### src/rtl/cpu_bus_pkg.sv
// Shared CPU-board bus definitions: bus word width, word type and byte-swap helper.
// Used by the CD store driver and the CD load holding buffer.
package cpu_bus_pkg;

    localparam int BUS_DW = 16;

    typedef logic [BUS_DW-1:0] busWord_t;

    function automatic busWord_t byteSwap(input busWord_t word);
        return {word[7:0], word[15:8]};
    endfunction

endpackage

### src/rtl/cpu_ldcd_36_if.sv
// CD-load / IDB bus bundle. The master drives strobes and CD data; the slave
// (cpu_ldcd_36) returns the IDB word and buffer status.
interface cpu_ldcd_36_if
    import cpu_bus_pkg::*;
#(
    parameter int DW    = BUS_DW,
    parameter int DEPTH = 2
);

    logic [DW-1:0]            CD_15_0;
    logic                     LCD_n;
    logic                     BSWAP;
    logic                     EIDB_n;
    logic                     IDB_POP;
    logic                     CLR_OVR;
    logic [DW-1:0]            IDB_15_0;
    logic                     IDB_OE;
    logic                     EMPTY;
    logic                     FULL;
    logic                     OVR;
    logic [$clog2(DEPTH):0]   CNT;

    modport master (
        output CD_15_0, LCD_n, BSWAP, EIDB_n, IDB_POP, CLR_OVR,
        input  IDB_15_0, IDB_OE, EMPTY, FULL, OVR, CNT
    );

    modport slave (
        input  CD_15_0, LCD_n, BSWAP, EIDB_n, IDB_POP, CLR_OVR,
        output IDB_15_0, IDB_OE, EMPTY, FULL, OVR, CNT
    );

endinterface

### src/rtl/cpu_ldcd_fifo.sv
// Holding-buffer core: circular storage with read/write pointers and occupancy count.
// A push is accepted when a slot is free or a pop frees one in the same cycle.
module cpu_ldcd_fifo
    import cpu_bus_pkg::*;
#(
    parameter int DEPTH = 2,
    parameter int DW    = BUS_DW
) (
    input  logic                    clk,
    input  logic                    rst,
    input  logic                    pushEn,
    input  logic [DW-1:0]           pushData,
    input  logic                    popEn,
    output logic [DW-1:0]           headData,
    output logic [$clog2(DEPTH):0]  cnt,
    output logic                    empty,
    output logic                    full
);

    localparam int AW = $clog2(DEPTH);
    localparam int CW = AW + 1;

    logic [DW-1:0] mem_r [DEPTH];
    logic [AW-1:0] wrPtr_r;
    logic [AW-1:0] rdPtr_r;
    logic [CW-1:0] cnt_r;
    logic          empty_s;
    logic          full_s;
    logic          popOk_s;
    logic          pushOk_s;

    // Status decode and push/pop acceptance.
    always_comb begin
        empty_s  = (cnt_r == {CW{1'b0}});
        full_s   = (cnt_r == CW'(DEPTH));
        popOk_s  = popEn & ~empty_s;
        pushOk_s = pushEn & (~full_s | popOk_s);
    end

    // Storage write; contents are not reset.
    always_ff @(posedge clk) begin
        if (pushOk_s) begin
            mem_r[wrPtr_r] <= pushData;
        end
    end

    // Pointer and occupancy tracking; pointers wrap naturally since DEPTH is a power of two.
    always_ff @(posedge clk or posedge rst) begin
        if (rst) begin
            wrPtr_r <= {AW{1'b0}};
            rdPtr_r <= {AW{1'b0}};
            cnt_r   <= {CW{1'b0}};
        end else begin
            if (pushOk_s) begin
                wrPtr_r <= wrPtr_r + AW'(1);
            end
            if (popOk_s) begin
                rdPtr_r <= rdPtr_r + AW'(1);
            end
            case ({pushOk_s, popOk_s})
                2'b10:   cnt_r <= cnt_r + CW'(1);
                2'b01:   cnt_r <= cnt_r - CW'(1);
                default: cnt_r <= cnt_r;
            endcase
        end
    end

    assign headData = mem_r[rdPtr_r];
    assign cnt      = cnt_r;
    assign empty    = empty_s;
    assign full     = full_s;

endmodule

### src/rtl/cpu_ldcd_36.sv
// CD load holding buffer: captures CD bus words on each LCD_n falling edge (optionally
// byte-swapped) and presents the oldest word on the IDB under EIDB_n.
module cpu_ldcd_36
    import cpu_bus_pkg::*;
#(
    parameter int DEPTH = 2,
    parameter int DW    = BUS_DW
) (
    input  logic               sysclk,
    input  logic               sys_rst,
    cpu_ldcd_36_if.slave       bus
);

    logic                    lcdQ_r;
    logic                    ovr_r;
    logic                    pushReq_s;
    logic                    overflow_s;
    logic [DW-1:0]           pushData_s;
    logic [DW-1:0]           headData_s;
    logic [$clog2(DEPTH):0]  cnt_s;
    logic                    empty_s;
    logic                    full_s;
    logic                    idbOe_s;
    logic [DW-1:0]           idbData_s;

    // Strobe edge detect, write data selection and overflow detection.
    always_comb begin
        pushReq_s = ~bus.LCD_n & lcdQ_r;
        if (bus.BSWAP) begin
            pushData_s = byteSwap(bus.CD_15_0);
        end else begin
            pushData_s = bus.CD_15_0;
        end
        // A full buffer always has a head, so a coincident pop always frees a slot.
        overflow_s = pushReq_s & full_s & ~bus.IDB_POP;
    end

    // LCD_n history and sticky overflow flag; a new overflow wins over a clear.
    always_ff @(posedge sysclk or posedge sys_rst) begin
        if (sys_rst) begin
            lcdQ_r <= 1'b1;
            ovr_r  <= 1'b0;
        end else begin
            lcdQ_r <= bus.LCD_n;
            if (overflow_s) begin
                ovr_r <= 1'b1;
            end else if (bus.CLR_OVR) begin
                ovr_r <= 1'b0;
            end else begin
                ovr_r <= ovr_r;
            end
        end
    end

    cpu_ldcd_fifo #(
        .DEPTH (DEPTH),
        .DW    (DW)
    ) u_fifo (
        .clk      (sysclk),
        .rst      (sys_rst),
        .pushEn   (pushReq_s),
        .pushData (pushData_s),
        .popEn    (bus.IDB_POP),
        .headData (headData_s),
        .cnt      (cnt_s),
        .empty    (empty_s),
        .full     (full_s)
    );

    // IDB drive gating: the bus is released to zero unless enabled with data present.
    always_comb begin
        idbOe_s = ~bus.EIDB_n & ~empty_s;
        if (idbOe_s) begin
            idbData_s = headData_s;
        end else begin
            idbData_s = {DW{1'b0}};
        end
    end

    assign bus.IDB_15_0 = idbData_s;
    assign bus.IDB_OE   = idbOe_s;
    assign bus.EMPTY    = empty_s;
    assign bus.FULL     = full_s;
    assign bus.OVR      = ovr_r;
    assign bus.CNT      = cnt_s;

endmodule
### src/flat_wrapper.sv
// flat-port wrapper written by rule: the top's interface ports become plain ports
module cpu_ldcd_36_flat import cpu_bus_pkg::*;
#(
    parameter int DEPTH = 2,
    parameter int DW    = BUS_DW
)
  (sysclk, sys_rst, bus_CD_15_0, bus_LCD_n, bus_BSWAP, bus_EIDB_n, bus_IDB_POP, bus_CLR_OVR, bus_IDB_15_0, bus_IDB_OE, bus_EMPTY, bus_FULL, bus_OVR, bus_CNT);
  cpu_ldcd_36_if #(.DW(DW), .DEPTH(DEPTH)) bus_i ();
  input  logic sysclk;
  input  logic sys_rst;
  input wire logic [$bits(bus_i.CD_15_0)-1:0] bus_CD_15_0;
  input wire logic [$bits(bus_i.LCD_n)-1:0] bus_LCD_n;
  input wire logic [$bits(bus_i.BSWAP)-1:0] bus_BSWAP;
  input wire logic [$bits(bus_i.EIDB_n)-1:0] bus_EIDB_n;
  input wire logic [$bits(bus_i.IDB_POP)-1:0] bus_IDB_POP;
  input wire logic [$bits(bus_i.CLR_OVR)-1:0] bus_CLR_OVR;
  output wire logic [$bits(bus_i.IDB_15_0)-1:0] bus_IDB_15_0;
  output wire logic [$bits(bus_i.IDB_OE)-1:0] bus_IDB_OE;
  output wire logic [$bits(bus_i.EMPTY)-1:0] bus_EMPTY;
  output wire logic [$bits(bus_i.FULL)-1:0] bus_FULL;
  output wire logic [$bits(bus_i.OVR)-1:0] bus_OVR;
  output wire logic [$bits(bus_i.CNT)-1:0] bus_CNT;
  assign bus_i.CD_15_0 = bus_CD_15_0;
  assign bus_i.LCD_n = bus_LCD_n;
  assign bus_i.BSWAP = bus_BSWAP;
  assign bus_i.EIDB_n = bus_EIDB_n;
  assign bus_i.IDB_POP = bus_IDB_POP;
  assign bus_i.CLR_OVR = bus_CLR_OVR;
  assign bus_IDB_15_0 = bus_i.IDB_15_0;
  assign bus_IDB_OE = bus_i.IDB_OE;
  assign bus_EMPTY = bus_i.EMPTY;
  assign bus_FULL = bus_i.FULL;
  assign bus_OVR = bus_i.OVR;
  assign bus_CNT = bus_i.CNT;
  cpu_ldcd_36 #(.DEPTH(DEPTH), .DW(DW)) u_core (.sysclk(sysclk), .sys_rst(sys_rst), .bus(bus_i));
endmodule
### config.mk
export PLATFORM = sky130hd
export DESIGN_NAME = cpu_ldcd_36_flat
export DESIGN_NICKNAME = d
export VERILOG_FILES = /design/src/rtl/cpu_bus_pkg.sv /design/src/rtl/cpu_ldcd_36_if.sv /design/src/rtl/cpu_ldcd_fifo.sv /design/src/rtl/cpu_ldcd_36.sv /design/src/flat_wrapper.sv
export SDC_FILE = /design/constraint.sdc
export NUM_CORES = 1
export LEC_CHECK = 0
export CAP_MARGIN = 0
export CELL_PAD_IN_SITES_DETAIL_PLACEMENT = 2
export CELL_PAD_IN_SITES_GLOBAL_PLACEMENT = 2
export CORE_UTILIZATION = 44
export DETAILED_ROUTE_END_ITERATION = 16
export DONT_BUFFER_PORTS = 1
export PLACE_DENSITY = 0.82
export SLEW_MARGIN = 10
export SYNTH_ARGS = -nofsm -noshare
export SYNTH_HDL_FRONTEND = slang
export SYNTH_SLANG_ARGS = --single-unit
### constraint.sdc
create_clock -name sysclk -period 3.2 [get_ports sysclk]
set_input_delay 0.64 -clock sysclk [delete_from_list [all_inputs] [get_ports sysclk]]
set_output_delay 0.64 -clock sysclk [all_outputs]
set_load 0.005 [all_outputs]
==> flow_metrics.env <==
export IMPL_dp_cells=162
export IMPL_ios=45
export IMPL_grt_total_usage_pct=18.7
export IMPL_ys_ff_latch=38
export IMPL_synth_area_mm2=0.00172
export IMPL_synthMuxAreaShare_pct=20.3
export IMPL_clock_path_buffers=2
export IMPL_met1_usage_pct=20.7
export IMPL_syn_area_per_cell_um2=14.5
export IMPL_grt_busiest_layer="met2"
export IMPL_area_growth_pct=5.52
export IMPL_internal_power_w=0.000896
export IMPL_worst_pin_slew_ns=0.978
export IMPL_cts_resized_gates=0
export IMPL_finalMaxSlewViolations=0
export IMPL_dpl_cell_area_mm2=0.00174
export IMPL_synthCells=119
export IMPL_leakage_nw=0.673
export IMPL_clkLatencyLatePin_ns=0.29
export IMPL_cts_tree="yes"
export IMPL_cp_slowest_cell="or2_1"
export IMPL_yosys_warnings=0
export IMPL_fp_dieW_um=64.6
export IMPL_clk_pin_slew_worst_paths_ns=0.07
export IMPL_critPathMaxStageDelay_ns=0.54
export IMPL_die_area_mm2=0.00417
export IMPL_ant_nets=0
export IMPL_grt_pass1_wl_um=5420
export IMPL_layout_commonest_cell="edfxtp_1"
export IMPL_synth_top_family_by_area="multiplexers"
export IMPL_yosysSeqAreaShare_pct=64.6
export IMPL_tns_ns=0
export IMPL_drt_first_pass_iters=4
export IMPL_reg2reg_from="u_core.lcdQ_r$_DFF_PP1_"
export IMPL_period_minus_slack_ns=2.33
export IMPL_vias=909
export IMPL_drive_gt1_share_pct=19.8
export IMPL_cp_arrival_ns=1.69
export IMPL_cts_htree_levels=2
export IMPL_crit_cells=3
export IMPL_crit_path_end_kind="output pin"
export IMPL_p_sw_share_pct=30.5
export IMPL_final_cell_mix="edfxtp_1, mux2i_1, nor2_1, mux2_2, inv_1"
export IMPL_layout_nets=144
export IMPL_r2r_end="u_core.u_fifo.mem_r[1][7]$_DFFE_PP_"
export IMPL_initial_core_util_pct=46.4
export IMPL_fillers=357
export IMPL_start_kind="flop"
export IMPL_num_rows=22
export IMPL_fin_area_mm2=0.00182
export IMPL_synth_compound_area_share_pct=2.54
export IMPL_seqPwrFrac_pct=55.6
export IMPL_cp_cell_sequence="nor2_2 > or2_1 > nor2_1"
export IMPL_reg2regPathDepth=3
export IMPL_drt_wl_total_um=3410
export IMPL_grt_pass1_vias=1051
export IMPL_final_hold_violation_count=0
export IMPL_final_util_pct=48.9
export IMPL_critPathTopFamily="simple AND/OR/NAND/NOR gates"
export IMPL_grt_max_degree=18
export IMPL_overflow=0
export IMPL_p_per_area_mw_per_mm2=709
export IMPL_core_mm2=0.00372
export IMPL_yosysUniqueCellTypes=26
export IMPL_fin_total_pwr_w=0.00129
export IMPL_max_freq_ghz=0.429
export IMPL_max_slew_margin_pct=34.8
export IMPL_synthAdderAreaFrac_pct=0
export IMPL_path_max_fanout=17
export IMPL_grtUsageMet3_pct=7.22
export IMPL_fin_crit_sh_pct=72.8
export IMPL_hold_class="input port to async pin"
export IMPL_cts_root_buf="clkbuf_8"
export IMPL_status="complete, no violations"
export IMPL_synth_simple_area_share_pct=6.68
export IMPL_dieHeight_um=64.6
export IMPL_drt_initial_drc_count=60
export IMPL_ir_worst_vdd_mv=0.387
export IMPL_routabilityCongestion=0.763
export IMPL_critPathBufInv=0
export IMPL_cp_required_ns=2.56
export IMPL_clock_sinks=38
export IMPL_cts_buffers=5
export IMPL_syn_num_nets=142
export IMPL_synthXorXnorAreaFrac_pct=1.53
export IMPL_p_clk_share_pct=23.6
export IMPL_path_class="flop to output pin"
export IMPL_rrSetupSlack_ns=1.09
export IMPL_postCtsSetupBuffers=0
export IMPL_drc=0
export IMPL_place_port_buffers=0
export IMPL_grt_antenna_before_repair=0
export IMPL_crit_end="bus_IDB_15_0[13]"
export IMPL_final_cells=169
export IMPL_finalSetupViolCount=0
export IMPL_diodes=0
export IMPL_maxCapViolations=0
export IMPL_wire_per_inst_um=20.2
export IMPL_drt_vias_per_instance=5.38
export IMPL_p_sw_w=0.000393
export IMPL_grt_use_met2_pct=31.4
export IMPL_cts_hold_buf=0
export IMPL_finClkSkew_ns=0.00586
export IMPL_rsz0062_at_grt="false"
export IMPL_hpwl_um=2410
export IMPL_startpoint="u_core.u_fifo.cnt[0]$_DFFE_PP0P_"
export IMPL_power_frac_comb_pct=20.8
[area by class of cell]
cell class	count	area (um^2)	share of cell area (%)
Sequential cell	38	1110	61.2
Timing Repair Buffer	1	7.51	0.413
Tap cell	48	60.1	3.30
Clock buffer	7	76.3	4.20
Inverter	7	26.3	1.45
Multi-Input combinational cell	68	536	29.5
[cell usage after synthesis]
cell | instances | share of area (%)
a21oi_1 | 2 | 0.58
a22o_1 | 1 | 0.51
a22oi_1 | 1 | 0.44
and2_1 | 1 | 0.36
buf_2 | 3 | 0.87
buf_4 | 1 | 0.44
buf_6 | 1 | 0.65
buf_8 | 1 | 0.87
dfrtp_1 | 5 | 7.3
dfstp_2 | 1 | 1.5
edfxtp_1 | 32 | 56
inv_1 | 7 | 1.5
mux2_2 | 16 | 10
mux2i_1 | 17 | 9.9
nand2_1 | 1 | 0.22
nand2b_1 | 1 | 0.36
nor2_1 | 16 | 3.5
nor2_2 | 1 | 0.36
nor2b_1 | 2 | 0.73
nor3b_1 | 1 | 0.44
o21a_1 | 1 | 0.44
o21ai_0 | 2 | 0.58
or2_1 | 1 | 0.36
or3_1 | 1 | 0.36
xnor2_1 | 2 | 1.0
xor2_1 | 1 | 0.51
[through the flow]
step,hold slack (ns),setup WS [ns]
3_5_place_dp,0.473,0.971
6_report,0.161,0.870
2_1_floorplan,0.430,0.966
4_1_cts,0.156,0.815
3_3_place_gp,0.459,1.12
5_1_grt,0.153,0.740
[sequential cells by signal (all words and copies together), names as in the netlist]
| register | cells |
|---|---|
| u_core.bus.OVR | 1 |
| u_core.u_fifo.cnt | 2 |
| u_core.lcdQ_r | 1 |
| u_core.u_fifo.wrPtr_r | 1 |
| u_core.u_fifo.rdPtr_r | 1 |
| u_core.u_fifo.mem_r | 32 |
[cell families after synthesis]
logic type	Yosys count
compound gates	7
xor+xnor	3
buf+inv	13
flops	38
mux	33
simple gates	25
[metal layers]
metal  up-vias  part of all wire [%]
met5         -                     0
met4         0                   1.7
met3         5                   5.6
met2        29                    50
met1       451                    42
li1        424                     -
[how the worst min path moves through the flow]
| stage | end | cells after the start | startpoint | slack, ns |
|---|---|---|---|---|
| floorplan | u_core.bus.OVR$_DFFE_PP0P_ | 1 | sys_rst | 0.43 |
| detailed placement | u_core.u_fifo.rdPtr_r$_DFFE_PP0P_ | 1 | sys_rst | 0.47 |
| global route | u_core.u_fifo.cnt[0]$_DFFE_PP0P_ | 1 | sys_rst | 0.15 |
| global placement | u_core.bus.OVR$_DFFE_PP0P_ | 1 | sys_rst | 0.46 |
| CTS | u_core.u_fifo.cnt[0]$_DFFE_PP0P_ | 1 | sys_rst | 0.16 |
| finish | u_core.u_fifo.wrPtr_r$_DFFE_PP0P_ | 1 | sys_rst | 0.16 |
[power groups by stage]
stage / Combinational (W) / Sequential [W] / Clock (W)
after floorplan: 0.000291 / 0.000658 / 0
after global placement: 0.000257 / 0.000717 / 0
after detailed placement: 0.000275 / 0.000728 / 0
after CTS: 0.000278 / 0.000718 / 0.000320
after global routing: 0.000297 / 0.000726 / 0.000332
final: 0.000269 / 0.000716 / 0.000304
Note: power is estimated with default switching activity, not from simulation.
